$ cat config.mk
export PLATFORM = sky130hd
export DESIGN_NAME = register_file
export DESIGN_NICKNAME = d
export VERILOG_FILES = /design/src/rtl/register_file_pkg.sv /design/src/rtl/register_file_read_port.sv /design/src/rtl/register_file.sv
export SDC_FILE = /design/constraint.sdc
export NUM_CORES = 1
export LEC_CHECK = 0
export CAP_MARGIN = 5
export CORE_ASPECT_RATIO = 0.7
export CORE_UTILIZATION = 45
export CTS_BUF_LIST = sky130_fd_sc_hd__clkbuf_4 sky130_fd_sc_hd__clkbuf_8
export DETAILED_ROUTE_END_ITERATION = 8
export PLACE_DENSITY_LB_ADDON = 0.15
export SYNTH_ARGS = -nofsm -noshare
export SYNTH_HDL_FRONTEND = slang
export SYNTH_HIERARCHICAL = 1
export SYNTH_SLANG_ARGS = --single-unit
$ cat constraint.sdc
create_clock -name Clock -period 2.8 [get_ports Clock]
set_input_delay 0.56 -clock Clock [delete_from_list [all_inputs] [get_ports Clock]]
set_output_delay 0.56 -clock Clock [all_outputs]
set_load 0.01 [all_outputs]
$ cat src/rtl/register_file_pkg.sv
// Shared widths and types for the 4 x 16-bit CPU register file.
// Optional write-forwarding build is selected with REGFILE_BYPASS_EN.
package register_file_pkg;

    localparam int DATA_WIDTH = 16;
    localparam int ADDR_WIDTH = 2;
    localparam int NUM_REGS   = 2 ** ADDR_WIDTH;

    typedef logic [ADDR_WIDTH-1:0] reg_addr_t;
    typedef logic [DATA_WIDTH-1:0] reg_data_t;
    typedef reg_data_t [NUM_REGS-1:0] reg_array_t;

endpackage

$ cat src/rtl/register_file_read_port.sv
// Combinational read mux, zero latency, no backpressure; with REGFILE_BYPASS_EN
// a same-cycle write to the addressed register is forwarded to the output.
module register_file_read_port
    import register_file_pkg::*;
(
    input  reg_array_t regs_i,
    input  reg_addr_t  addr_i,
`ifdef REGFILE_BYPASS_EN
    input  logic       rst_n_i,
    input  logic       wr_en_i,
    input  reg_addr_t  wr_addr_i,
    input  reg_data_t  wr_data_i,
`endif
    output reg_data_t  data_o
);

    always_comb begin
        data_o = regs_i[addr_i];
`ifdef REGFILE_BYPASS_EN
        // Gated by reset so the port reads zero while the array is held clear.
        if (rst_n_i && wr_en_i && (wr_addr_i == addr_i)) begin
            data_o = wr_data_i;
        end
`endif
    end

endmodule

$ cat src/rtl/register_file.sv
// 4 x 16-bit register file: two combinational read ports, one write port taking
// effect on the rising edge; no backpressure. REGFILE_BYPASS_EN adds write-forwarding.
module register_file
    import register_file_pkg::*;
(
    input  logic      Clock,
    input  logic      Reset_n,
    input  reg_addr_t RS,
    input  reg_addr_t RT,
    input  reg_addr_t RD,
    input  reg_data_t WriteData,
    input  logic      RegWrite,
    output reg_data_t ReadRS,
    output reg_data_t ReadRT
);

    reg_array_t regs_q;
    reg_array_t regs_d;

    always_comb begin
        regs_d = regs_q;
        if (RegWrite) begin
            regs_d[RD] = WriteData;
        end
    end

    always_ff @(posedge Clock or negedge Reset_n) begin
        if (!Reset_n) begin
            regs_q <= '0;
        end else begin
            regs_q <= regs_d;
        end
    end

    register_file_read_port u_read_rs (
        .regs_i    (regs_q),
        .addr_i    (RS),
`ifdef REGFILE_BYPASS_EN
        .rst_n_i   (Reset_n),
        .wr_en_i   (RegWrite),
        .wr_addr_i (RD),
        .wr_data_i (WriteData),
`endif
        .data_o    (ReadRS)
    );

    register_file_read_port u_read_rt (
        .regs_i    (regs_q),
        .addr_i    (RT),
`ifdef REGFILE_BYPASS_EN
        .rst_n_i   (Reset_n),
        .wr_en_i   (RegWrite),
        .wr_addr_i (RD),
        .wr_data_i (WriteData),
`endif
        .data_o    (ReadRT)
    );

endmodule

## After elaboration in Yosys (flattened, before gate mapping)

Cells that the tools add are included.

| operators by class | value |
|---|---|
| order comparisons | 4 |
| multiplexer cells | 7 |
| reduce and logical (&&, ||, !) cells | 1 |

Operator list:

| operator | count |
|---|---|
| binary-select mux 16 bit (select 2 bit) | 2 |
| bitwise mux 64 bit | 1 |
| two-way mux 16 bit | 3 |
| demux 16 bit (select 2 bit) | 1 |
| less-than comparator 2 x 3 -> 1 bit, second input constant | 3 |
| greater-or-equal comparator 2 x 1 -> 1 bit, second input constant | 1 |
| logical AND 1 bit | 1 |

| word-level totals | value |
|---|---|
| register bits | 64 |
| input bits | 25 |
| output and inout port bits | 32 |
| logic and storage cells | 16 |

## Depth between registers and ports, before layout

Gate-level depths: netlist of the first run.

| depth | value |
|---|---|
| word-level depth | 5 |
| mapped depth | 3 |

## By module

The synthesis of the first run kept the hierarchy.

Modules (own cells, without submodules):

| module | times used | cells each | area an instance (sq um) | sequential area each (sq um) |
|---|---|---|---|---|
| register_file | 1 | 136 | 2411.1 | 1601.5 |
| register_file_read_port | 2 | 20 | 424.2 | 0.0 |

## Worst setup path after synthesis of the first run

Ideal clock, no wire load.

| timing path | value |
|---|---|
| path kind | input to output |
| start | in RS[0] |
| end | out ReadRS[10] |
| arrival | 1343 ps |
| slack | 897 ps |
| stages on the path | 3 |
| buffers on the path | 2 |
| path through | buf_6 buf_12 mux4_2 |

| between the ends | value |
|---|---|
| longest elaborated chain between the ends | 2 |

RTL lines:

| element | line | text |
|---|---|---|
| start, declared | register_file.sv:8 | `input reg_addr_t RS,` |
| binary-select mux 16 bit (select 2 bit) | register_file_read_port.sv:18 | `data_o = regs_i[addr_i];` |
| two-way mux 16 bit (not written as such) | register_file_read_port.sv:18 |  |
| end, declared | register_file.sv:13 | `output reg_data_t ReadRS,` |

Every way passes these cells. The select of a mux whose other input is x is not followed.

## Final worst setup path of the first run

| timing path | value |
|---|---|
| start | in RT[0] |
| end | out ReadRT[3] |

| between the ends | value |
|---|---|
| longest elaborated chain between the ends | 2 |

RTL lines:

| element | line | text |
|---|---|---|
| start, declared | register_file.sv:9 | `input reg_addr_t RT,` |
| binary-select mux 16 bit (select 2 bit) | register_file_read_port.sv:18 |  |
| two-way mux 16 bit (not written as such) | register_file_read_port.sv:18 |  |
| end, declared | register_file.sv:14 | `output reg_data_t ReadRT` |

Every way passes these cells. The select of a mux whose other input is x is not followed.

==> out/metrics.csv, run 1 <==
stage,metric,value,unit
drt,via_count,1923,
logic_synthesis,synth_flop_cell,dfrtp_1,
placed_design,hpwl,4.90,mm
drt,drt-wirelength-per-cell,21.1,um
global_routing,grt_pass1_wl,11.9,mm
power_and_ir_drop,p_leak,0.00173,uW
floorplanning,fp-row-count,25,
logic_synthesis,synth.top_cell.area_share,0.491,
floorplanning,die_width,104,um
global_routing,gr-total-overflow,0,
power_and_ir_drop,power.density,680,nW/um2
outcome,status,"finished, final reports clean",
layout,antenna_cells,0,
sta,final_hold_viol_count,0,
worst_setup_path,worst_setup_path_end_kind,output pin,
clock_tree,insertion_delay,330,ps
drt,dr.pass1.iters,4,
global_routing,grt_max_degree,34,
logic_synthesis,synth-edff-count,0,
sta,fin_crit,2700,ps
clock_tree,cts_buffers,9,
sta,worstMarginPinSlew,736,ps
drt,m1WireLength,3.06,mm
sta,drv_slew,0,
floorplanning,start_util,0.474,
global_routing,track_usage,0.213,
clock_tree,cts_root_buffer,clkbuf_8,
clock_tree,cts.sinks,64,
layout,final_cell_area,4150,um2
floorplanning,ioPinCount,57,
power_and_ir_drop,switchingPower,728,uW
logic_synthesis,netlist-cell-type-count,12,
worst_setup_path,critPathRequiredTime,2240,ps
drt,wl_met3,243,um
placed_design,gp_congestion,0.739,
worst_setup_path,critPathLaunch,RT[0],
clock_tree,cts_tree,yes,
power_and_ir_drop,p_sw_frac,0.258,
logic_synthesis,synth_common_cells,"dfrtp_1, mux2_2, mux4_2, mux4_1, buf_2",
worst_setup_path,r2r_start,regs_q[31],
clock_tree,cts_buffer_depth,2,
clock_tree,cts_setup_buffers,0,
drt,viasPerCell,5.66,
drt,drtIter0Drc,63,
placed_design,port_buffers,56,
layout,largestRegisters,regs_q (64),
logic_synthesis,synth-seq-area-share,0.491,
logic_synthesis,postSynth.asyncResetShare,1.00,
sta,slew_headroom,0.510,
sta,setup_violations,0,
placed_design,placed_cell_area,3930,um2
global_routing,grt_pass1_vias,2241,
layout,top_register,regs_q,
drt,drc,0,
layout,drive_gt1_frac,0.467,
logic_synthesis,synthesis.instances,176,
layout,fillCellCount,540,
sta,finClkSkew,0,ps
global_routing,antenna_found_initial,0,
power_and_ir_drop,peakVddDrop,366,uV
power_and_ir_drop,fin_total_pwr,2830,uW
layout,largest_reg_flops,64,
worst_hold_path,hp-class,in2async,
worst_setup_path,worst_ep_arrival_time,2140,ps
placed_design,dp.cells,324,
floorplanning,die_h,73.2,um
drt,wl_met2,3.81,mm
drt,ant_nets,0,
worst_setup_path,crit_type,in2out,
logic_synthesis,avgSynthCellArea,18.5,um2
worst_setup_path,cp_max_fo,6,
clock_tree,htree_levels,3,
logic_synthesis,yosys-top-cells-area,"dfrtp_1, mux2_2, mux4_2, mux4_1, buf_12",
floorplanning,core_area,6880,um2
sta,finalCritPeriodShare,0.963,
power_and_ir_drop,clkPwrFrac,0.289,
layout,multi_input_area,1540,um2
logic_synthesis,yosysTopAreaCell,dfrtp_1,
logic_synthesis,yosys_warnings,6,
sta,whs,281,ps
layout,regArea,1600,um2
sta,grt_setup_unrepaired,false,
sta,max_freq,371,MHz
clock_tree,clk_pin_slew_worst_paths,60,ps
worst_setup_path,start_kind,primary input,
drt,routed_wl,7.18,mm
sta,setup_tns,0,ps
layout,final_cells,340,
logic_synthesis,synth-seq-cells,64,
power_and_ir_drop,pwr-share-comb,0.278,
job,drv_cap,0,
logic_synthesis,netlist_area,3260,um2
floorplanning,dieArea,7590,um2
drt,top_layer,met4,
layout,nNetsFinal,266,
power_and_ir_drop,intPower,2100,uW
clock_tree,holdBufCountCts,0,
layout,syn_to_final_growth,27.4,%
power_and_ir_drop,seq_power_share,0.433,
logic_synthesis,synth_nets,201,
==> stage by stage <==
step,util,setup slack [ps]
3_3_place_gp,0.570,-114
2_1_floorplan,-,897
4_1_cts,0.601,-144
5_1_grt,0.604,31.8
6_report,0.604,103
3_5_place_dp,0.570,-157
==> power by group through the flow <==
stage / logic (uW) / registers, uW / clock network (uW)
after floorplan: 454 / 1190 / 0
after detailed placement: 796 / 1240 / 0
after global routing: 841 / 1250 / 881
final: 785 / 1220 / 816
after CTS: 795 / 1220 / 837
after global placement: 774 / 1210 / 0
==> path summary, 6_finish.rpt <==
kind,end,slack [ps],cells past startpoint
min in group Clock,regs_q[50],520,1
worst max-delay path,ReadRT[3],100,4
worst max register to register,regs_q[31],2000,1
max in group asynchronous,regs_q[58],1890,2
worst min-delay path,regs_q[52],280,1
worst min register to register,regs_q[50],520,1
==> layer usage <==
layer | global-route usage | vias to the layer above
met1 | 0.246 | 1037
li1 | - | 835
met3 | 0.0536 | 9
met2 | 0.398 | 42
met4 | 0.0698 | 0
met5 | 0 | -
==> kinds of logic after synthesis <==
group                  share of synthesized area
buffers and inverters                     0.0369
AND/OR/NAND/NOR                           0.0157
multiplexers                               0.456
flip-flops                                 0.491
==> final cells by class <==
type	count	area share
well taps	94	0.0283
flip-flops and latches	64	0.386
multi-input cells	100	0.370
clock buffers	13	0.0401
clock inverters	3	0.00964
repair buffers	66	0.166
==> placed cells by master (no fill, tap or decap), drive strengths merged <==
cell type,synthesis,final
nand3,1,1
mux2,64,64
clkdlybuf4s50,0,49
dlygate4sd2,0,3
clkbuf,1,13
dfrtp,64,64
nor3b,1,1
bufinv,0,1
dlymetal6s2s,0,3
clkinv,0,2
mux4,32,32
nand3b,2,2
buf,11,11
==> what timing repair did <==
item,in CTS,in global routing
endpoints found under the hold margin,0,0
gates resized for setup,6,5
setup endpoints to repair,32,14
gates cloned,0,0
==> critical path, cell delays in order <==
cell	delay, ps
dlygate4sd2_1	320
buf_6	180
mux4_1	580
clkdlybuf4s50_1	500
No activity file was read; power rests on OpenSTA's default activity.
==> run 2: changes to the inputs <==
--- a/config.mk
+++ b/config.mk
@@ -10,7 +10,9 @@
 export CORE_UTILIZATION = 45
 export CTS_BUF_LIST = sky130_fd_sc_hd__clkbuf_4 sky130_fd_sc_hd__clkbuf_8
 export DETAILED_ROUTE_END_ITERATION = 8
+export GPL_ROUTABILITY_DRIVEN = 1
 export PLACE_DENSITY_LB_ADDON = 0.15
+export SKIP_CTS_REPAIR_TIMING = 1
 export SYNTH_ARGS = -nofsm -noshare
 export SYNTH_HDL_FRONTEND = slang
 export SYNTH_HIERARCHICAL = 1
==> run 2 against run 1 <==
Against the previous run: the run now ends with negative setup slack left; non-clock buffer count unchanged; worst setup slack worse by 240 ps; sequential share of layout area about the same; routed wire length is 0.11% lower; final area hardly changed; global-route usage unchanged; critical path depth stayed put; largest power group unchanged.
==> out/metrics.csv, run 2 (same netlist as run 1, synthesis figures left out) <==
stage,metric,value,unit
sta,setup_tns,-1040,ps
global_routing,grt_pass1_wl,11.9,mm
drt,drt-wirelength-per-cell,21.1,um
clock_tree,cts_buffer_depth,2,
floorplanning,start_util,0.474,
floorplanning,die_width,104,um
sta,grt_setup_unrepaired,true,
sta,slew_headroom,0.511,
clock_tree,htree_levels,3,
layout,syn_to_final_growth,27.4,%
worst_setup_path,worst_setup_path_end_kind,output pin,
power_and_ir_drop,p_leak,0.00174,uW
layout,largestRegisters,regs_q (64),
floorplanning,fp-row-count,25,
clock_tree,cts_tree,yes,
outcome,violations,negative setup slack,
power_and_ir_drop,intPower,2100,uW
drt,drc,0,
power_and_ir_drop,seq_power_share,0.433,
clock_tree,insertion_delay,330,ps
layout,drive_gt1_frac,0.467,
placed_design,placed_cell_area,3930,um2
floorplanning,core_area,6880,um2
global_routing,antenna_found_initial,0,
sta,finalCritPeriodShare,1.05,
sta,drv_slew,0,
worst_setup_path,critPathRequiredTime,2240,ps
floorplanning,dieArea,7590,um2
floorplanning,die_h,73.2,um
clock_tree,cts_buffers,9,
sta,setup_violations,12,
layout,largest_reg_flops,64,
power_and_ir_drop,clkPwrFrac,0.289,
layout,nNetsFinal,266,
layout,antenna_cells,0,
sta,setup_ws,-138,ps
global_routing,gr-total-overflow,0,
placed_design,hpwl,4.90,mm
global_routing,track_usage,0.213,
drt,drtIter0Drc,46,
power_and_ir_drop,switchingPower,727,uW
power_and_ir_drop,p_sw_frac,0.257,
sta,max_freq,340,MHz
floorplanning,ioPinCount,57,
sta,worstMarginPinSlew,734,ps
clock_tree,cts.sinks,64,
worst_setup_path,start_kind,primary input,
drt,routed_wl,7.17,mm
drt,via_count,1924,
job,drv_cap,0,
power_and_ir_drop,power.density,681,nW/um2
global_routing,grt_pass1_vias,2241,
power_and_ir_drop,peakVddDrop,364,uV
worst_setup_path,crit_type,in2out,
sta,final_hold_viol_count,0,
sta,fin_crit,2940,ps
layout,final_cell_area,4150,um2
clock_tree,cts_root_buffer,clkbuf_8,
worst_hold_path,hp-class,in2async,
worst_setup_path,cp_max_fo,6,
clock_tree,clk_pin_slew_worst_paths,70,ps
worst_setup_path,worst_ep_arrival_time,2380,ps
global_routing,grt_max_degree,34,
placed_design,gp_congestion,0.739,
drt,dr.pass1.iters,4,
layout,top_register,regs_q,
outcome,status,"finished, violations left",
layout,fillCellCount,544,
drt,ant_nets,0,
drt,viasPerCell,5.66,
layout,final_cell_mix,"mux2_2, dfrtp_1, clkdlybuf4s50_1",
placed_design,port_buffers,56,
power_and_ir_drop,pwr-share-comb,0.278,
sta,finClkSkew,0,ps
[run 2: changes by cell type in the layout (fill, tap and decap cells not counted), sizes merged]
cell	change
dlymetal6s2s	+2
dlygate4sd2	-3
clkdlybuf4s50	+1
[run 2: power groups by stage]
| stage | Clock [uW] | Combinational [uW] | Sequential [uW] |
|---|---|---|---|
| detailed placement | 0 | 796 | 1240 |
| global route | 881 | 842 | 1250 |
| finish | 816 | 787 | 1220 |
| global placement | 0 | 774 | 1210 |
| CTS | 837 | 799 | 1220 |
| floorplan | 0 | 454 | 1190 |
[run 2: layer usage]
layer,track usage,vias up,share of wire
met4,0.0698,0,0.0067
met3,0.0536,6,0.040
met5,0,-,0
met2,0.398,49,0.53
li1,-,832,-
met1,0.246,1037,0.42
[run 2: path summary, 6_finish.rpt]
check | startpoint | slack, ps | endpoint | cells after the start
max | RS[0] | -140 | ReadRS[3] | 4
min reg2reg | regs_q[50] | 520 | regs_q[50] | 1
min in group Clock | regs_q[50] | 520 | regs_q[50] | 1
min | Reset_n | 280 | regs_q[52] | 1
max in group asynchronous | Reset_n | 1890 | regs_q[58] | 2
max reg2reg | regs_q[31] | 1990 | regs_q[31] | 1
[run 2: cell type report]
class	instances	area, um2	area share
Clock inverter	3	40.0	0.00964
Multi-Input combinational cell	100	1540	0.370
Sequential cell	64	1600	0.386
Tap cell	94	118	0.0283
Clock buffer	13	166	0.0401
Timing Repair Buffer	66	688	0.166
[run 2: worst max-delay path, stage by stage]
cell,delay [ps]
clkdlybuf4s50_1,520
buf_4,210
mux4_1,580
clkdlybuf4s50_1,500
[run 2: metrics by stage]
stage	hold slack, ps	cells	setup WS (ps)	power (uW)	util
2_1_floorplan	264	176	897	1640	-
3_3_place_gp	495	324	-114	1980	0.570
3_5_place_dp	510	324	-157	2040	0.570
4_1_cts	294	340	-160	2860	0.600
5_1_grt	316	340	-178	2970	0.603
6_report	280	340	-138	2830	0.603
==> run 3: changes to the inputs <==
--- a/config.mk
+++ b/config.mk
@@ -5,7 +5,6 @@
 export SDC_FILE = /design/constraint.sdc
 export NUM_CORES = 1
 export LEC_CHECK = 0
-export CAP_MARGIN = 5
 export CORE_ASPECT_RATIO = 0.7
 export CORE_UTILIZATION = 45
 export CTS_BUF_LIST = sky130_fd_sc_hd__clkbuf_4 sky130_fd_sc_hd__clkbuf_8
==> results of run 3 <==
No change in the layout: final DEF, timing and power equal those of run 2.
==> patch 1 (config.mk and constraints of run 3) <==
Set the package constant `DATA_WIDTH` to 12 (it was 16).
--- a/src/rtl/register_file_pkg.sv
+++ b/src/rtl/register_file_pkg.sv
@@ -4,3 +4,3 @@
 
-    localparam int DATA_WIDTH = 16;
+    localparam int DATA_WIDTH = 12;
     localparam int ADDR_WIDTH = 2;
Ports: changed (resized ReadRS, ReadRT and WriteData); port bits go from 57 to 45. The function was not compared with the original's and may differ.
==> patch 1 against run 3 <==
  * Final area decreased by 22%
  * Hold slack got worse by 27 ps
  * Setup slack improved by 170 ps
  * Core utilization increased by 1.2 points
  * Routed wire length decreased by 27%
  * Total power decreased by 32%
  * Maximum frequency increased by 6.0%
  * Register-to-register slack improved by 30 ps
  * Clock power decreased by 52%
  * Sequential cell count decreased by 16
  * Via count decreased by 24%
  * Non-clock buffer count decreased by 6
  * Global-route usage decreased by 1.3 points
  * Synthesized area decreased by 23%
==> patch 1: results (changes against run 3) <==
----------------------------------------------------
[Clock network]
  Number of levels the H-tree was split into ... 2 (was 3)
  Number of buffers created by CTS ... 5 (was 9)
  Clock network latency to the later pin of the worst-skew pair ... 280 ps (was 330 ps)

[Pwr]
  Leakage ... 0.00159 uW (was 0.00174 uW)
  Worst supply voltage drop on vdd ... 360 uV (was 364 uV)

[Global routing]
  Global-route wire length before repair ... 8690 um (was 11900 um)
  Via count of the first global-routing pass ... 1635 (was 2241)
  Maximum number of pins on one net before global-route repair ... 26 (was 34)

[Run status]
  Outcome ... complete, no violations (was complete, but fails checks)

[Route]
  Detailed router's first-iteration violation count ... 34 (was 46)
  Met2 routed WL ... 2560 um (was 3810 um)
  Amount of wire on met3 after detailed routing ... 217 um (was 286 um)
  Routed wire length per instance ... 20.0 um (was 21.1 um)
  Routed metal-1 wirelength ... 2440 um (was 3030 um)
  Via count ... 1462 (was 1924)

[Yosys]
  Cells taking the most area after synthesis ... sky130_fd_sc_hd__dfrtp_1 48%, sky130_fd_sc_hd__mux4_2 18%, sky130_fd_sc_hd__mux2_2 13%, sky130_fd_sc_hd__mux2_4 12%, sky130_fd_sc_hd__mux4_1 4.2% (was sky130_fd_sc_hd__dfrtp_1 49%, sky130_fd_sc_hd__mux2_2 22%, sky130_fd_sc_hd__mux4_2 14%, sky130_fd_sc_hd__mux4_1 9.7%, sky130_fd_sc_hd__buf_12 1.2%)
  Proportion of synthesized chip area in sequential cells ... 0.482 (was 0.491)
  Synthesized Nets ... 153 (was 201)
  Most frequent cells after synthesis ... 48 x sky130_fd_sc_hd__dfrtp_1, 28 x sky130_fd_sc_hd__mux2_2, 20 x sky130_fd_sc_hd__mux2_4, 20 x sky130_fd_sc_hd__mux4_2, 6 x sky130_fd_sc_hd__buf_6 (was 64 x sky130_fd_sc_hd__dfrtp_1, 64 x sky130_fd_sc_hd__mux2_2, 20 x sky130_fd_sc_hd__mux4_2)
  Post-synthesis async set-or-reset flop share ... 1.00 (unchanged)

[Setup path]
  Crit path DAT ... 2210 ps (was 2380 ps)
  Max FO, Critical Path ... 12 (was 6)

[Place]
  Last weighted congestion value of the routability-driven placer ... 0.742 (was 0.739)
  Detailed Place HPWL ... 3600 um (was 4900 um)
  Total cell area at the placement stage ... 3060 um^2 (was 3930 um^2)
  Post-Place Worst Slack ... -67.5 ps (was -157 ps)
  Count of buffers inserted at the top-level ports ... 44 (was 56)

[Finish]
  Area added between synthesis and finish ... 30.4% (was 27.4%)
  Filler cell count ... 427 (was 544)
  Largest registers ranked by flip-flop count ... regs_q x48 (was regs_q x64)
  Fraction of layout cells with a size suffix above 1 ... 0.492 (was 0.467)
  Number of nets in the layout ... 212 (was 266)

[Timing]
  Worst-Margin Slew ... 556 ps (was 734 ps)

----------------------------------------------------
[patch 1: per-stage QoR]
stage	cells	hold WS [ps]	TNS, ps
2_1_floorplan	132	264	0
3_3_place_gp	249	500	-548
3_5_place_dp	249	511	-709
4_1_cts	256	261	-806
5_1_grt	263	286	0
6_report	263	254	0
[patch 1: cell families (layout without fill, tap and decap cells)]
kind of cell,count (synthesis),count (layout),synth area share
AND/OR/NAND/NOR,4,4,0.0176
buffers and inverters,8,67,0.0311
multiplexers,72,72,0.470
flip-flops,48,48,0.482
[patch 1: critical path, cell delays in order]
cell                              delay [ps]
sky130_fd_sc_hd__clkdlybuf4s50_1         510
sky130_fd_sc_hd__buf_12                  150
sky130_fd_sc_hd__mux4_2                  500
sky130_fd_sc_hd__clkdlybuf4s50_1         490
[patch 1: final cells by class]
cell class	instances	share of cell area
clock buffer	6	0.0235
tap	72	0.0277
clock inverter	1	0.00154
sequential	48	0.370
timing repair buffer	60	0.204
multi-input combinational	76	0.374
[patch 1: where the power goes]
group / leakage (uW) / total (uW) / switching, uW / internal (uW)
Clock: 0.0000445 / 390 / 210 / 180
Combinational: 0.000974 / 613 / 198 / 415
Sequential: 0.000568 / 922 / 97.2 / 825
[patch 1: final timing paths]
kind / startpoint / end / slack [ps] / cells past startpoint
hold reg to reg: regs_q[25] / regs_q[25] / 530 / 1
setup / recovery: RT[0] / ReadRT[4] / 30 / 4
setup reg to reg: regs_q[8] / regs_q[8] / 2020 / 1
max in group asynchronous: Reset_n / regs_q[18] / 1830 / 2
hold / removal: Reset_n / regs_q[10] / 250 / 1
min in group Clock: regs_q[25] / regs_q[25] / 530 / 1
[patch 1: metal layers]
metal / vias up / GRT usage
met2: 28 / 0.325
met3: 6 / 0.0429
met5: - / 0
li1: 637 / -
met1: 791 / 0.279
met4: 0 / 0.0456
==> patch 2 (settings of run 3) <==
Made on the original files. Add an input register stage for `RS` and `RT`; this delays them by one clock. The other inputs are not delayed to match.
--- a/src/rtl/register_file.sv
+++ b/src/rtl/register_file.sv
@@ -15,2 +15,10 @@
 );
+
+    reg_addr_t RS_q;
+    reg_addr_t RT_q;
+
+    always_ff @(posedge Clock) begin
+        RS_q <= RS;
+        RT_q <= RT;
+    end
 
@@ -36,3 +44,3 @@
         .regs_i    (regs_q),
-        .addr_i    (RS),
+        .addr_i    (RS_q),
 `ifdef REGFILE_BYPASS_EN
@@ -48,3 +56,3 @@
         .regs_i    (regs_q),
-        .addr_i    (RT),
+        .addr_i    (RT_q),
 `ifdef REGFILE_BYPASS_EN
Behaviour: not the same (a bounded check fails within 4 cycles, from zero or initial values and one cycle with Reset_n low).
==> patch 2 against run 3 <==
  * Routed wire length is 2.2% lower
  * Total power is 0.81% lower
  * Setup slack better by 340 ps
  * Largest cell class unchanged
  * Synthesized area is 2.5% higher
  * Count of clock-buffer cells in the layout is 1 higher
  * Final area is 0.12% higher
  * Via count is 4.3% higher
  * Sequential cell count is 4 higher
==> patch 2: results (changes against run 3) <==
----------------------------------------------------
[Timing]
  Worst-Margin Slew ... 693 ps (was 734 ps)
  Smallest setup slack after layout ... 205 ps (was -138 ps)

[Yosys]
  Number of library cell types mapped by synthesis ... 13 (was 12)
  Average cell area after synthesis ... 18.6 um^2 (was 18.5 um^2)
  Proportion of synthesized chip area in sequential cells ... 0.504 (was 0.491)
  Cells taking the most area after synthesis ... sky130_fd_sc_hd__dfrtp_1 48%, sky130_fd_sc_hd__mux2_2 22%, sky130_fd_sc_hd__mux4_2 13%, sky130_fd_sc_hd__mux4_1 9.4%, sky130_fd_sc_hd__dfxtp_1 2.4% (was sky130_fd_sc_hd__dfrtp_1 49%, sky130_fd_sc_hd__mux2_2 22%, sky130_fd_sc_hd__mux4_2 14%, sky130_fd_sc_hd__mux4_1 9.7%, sky130_fd_sc_hd__buf_12 1.2%)
  Synthesized Nets ... 205 (was 201)
  Post-synthesis async set-or-reset flop share ... 0.941 (was 1.00)

[Global routing]
  Maximum number of pins on one net before global-route repair ... 37 (was 34)
  Met2 track demand over resource ... 0.346 (was 0.398)
  Total track usage ... 0.199 (was 0.213)
  GR Util met1 ... 0.236 (was 0.246)
  Via count of the first global-routing pass ... 2160 (was 2241)

[Finish]
  Non-CTS buffers ... 65 (was 66)
  Clock distribution area overhead in the final layout ... 0.0443 (was 0.0497)
  Largest registers ranked by flip-flop count ... regs_q x64, RS_q x2, RT_q x2 (was regs_q x64)
  Number of nets in the layout ... 269 (was 266)
  Sequential cell area ... 1680 um^2 (was 1600 um^2)
  Count of sequential standard cells ... 68 (was 64)

[Place]
  Cell total after placement ... 327 (was 324)
  Last weighted congestion value of the routability-driven placer ... 0.646 (was 0.739)

[Setup path]
  Reg2Reg Setup Slack ... 2010 ps (was 1990 ps)
  Max FO, Critical Path ... 10 (was 6)
  Crit path DAT ... 2030 ps (was 2380 ps)

[Route]
  Routed metal-1 wirelength ... 2940 um (was 3030 um)
  Via count ... 2006 (was 1924)
  Drt total wl ... 7010 um (was 7170 um)
  Detailed router's first-iteration violation count ... 47 (was 46)
  Met2 routed WL ... 3540 um (was 3810 um)
  Routed wire length per instance ... 20.4 um (was 21.1 um)
  Amount of wire on met3 after detailed routing ... 382 um (was 286 um)

[Pwr]
  Worst supply voltage drop on vdd ... 349 uV (was 364 uV)
  Leakage ... 0.00170 uW (was 0.00174 uW)

[Run status]
  Outcome ... complete, no violations (was complete, but fails checks)

[Die]
  Placeable Area ... 6980 um^2 (was 6880 um^2)

----------------------------------------------------
==> patch 2: kinds of logic after synthesis <==
family        count (synthesis)  share of synthesized area
buf+inv                      12                     0.0360
flops                        68                      0.504
mux                          96                      0.445
simple gates                  4                     0.0154
==> patch 2: critical path, cell delays in order (launching register included) <==
cell                              delay, ps
sky130_fd_sc_hd__dfxtp_1                340
sky130_fd_sc_hd__buf_4                  240
sky130_fd_sc_hd__mux4_1                 610
sky130_fd_sc_hd__clkdlybuf4s50_1        500
==> patch 2: worst paths after layout <==
check / start / end / depth (start not counted)
worst max-delay path: RS_q[0] / ReadRS[2] / 3
worst min-delay path: Reset_n / regs_q[5] / 1
worst max register to register: regs_q[25] / regs_q[25] / 1
worst min register to register: regs_q[20] / regs_q[20] / 1
max in group asynchronous: Reset_n / regs_q[30] / 2
min in group Clock: regs_q[20] / regs_q[20] / 1
==> patch 2: where the power goes <==
group          switching (uW)  total, uW  internal (uW)
Sequential                122       1280           1160
Clock                     343        740            397
Combinational             262        781            518
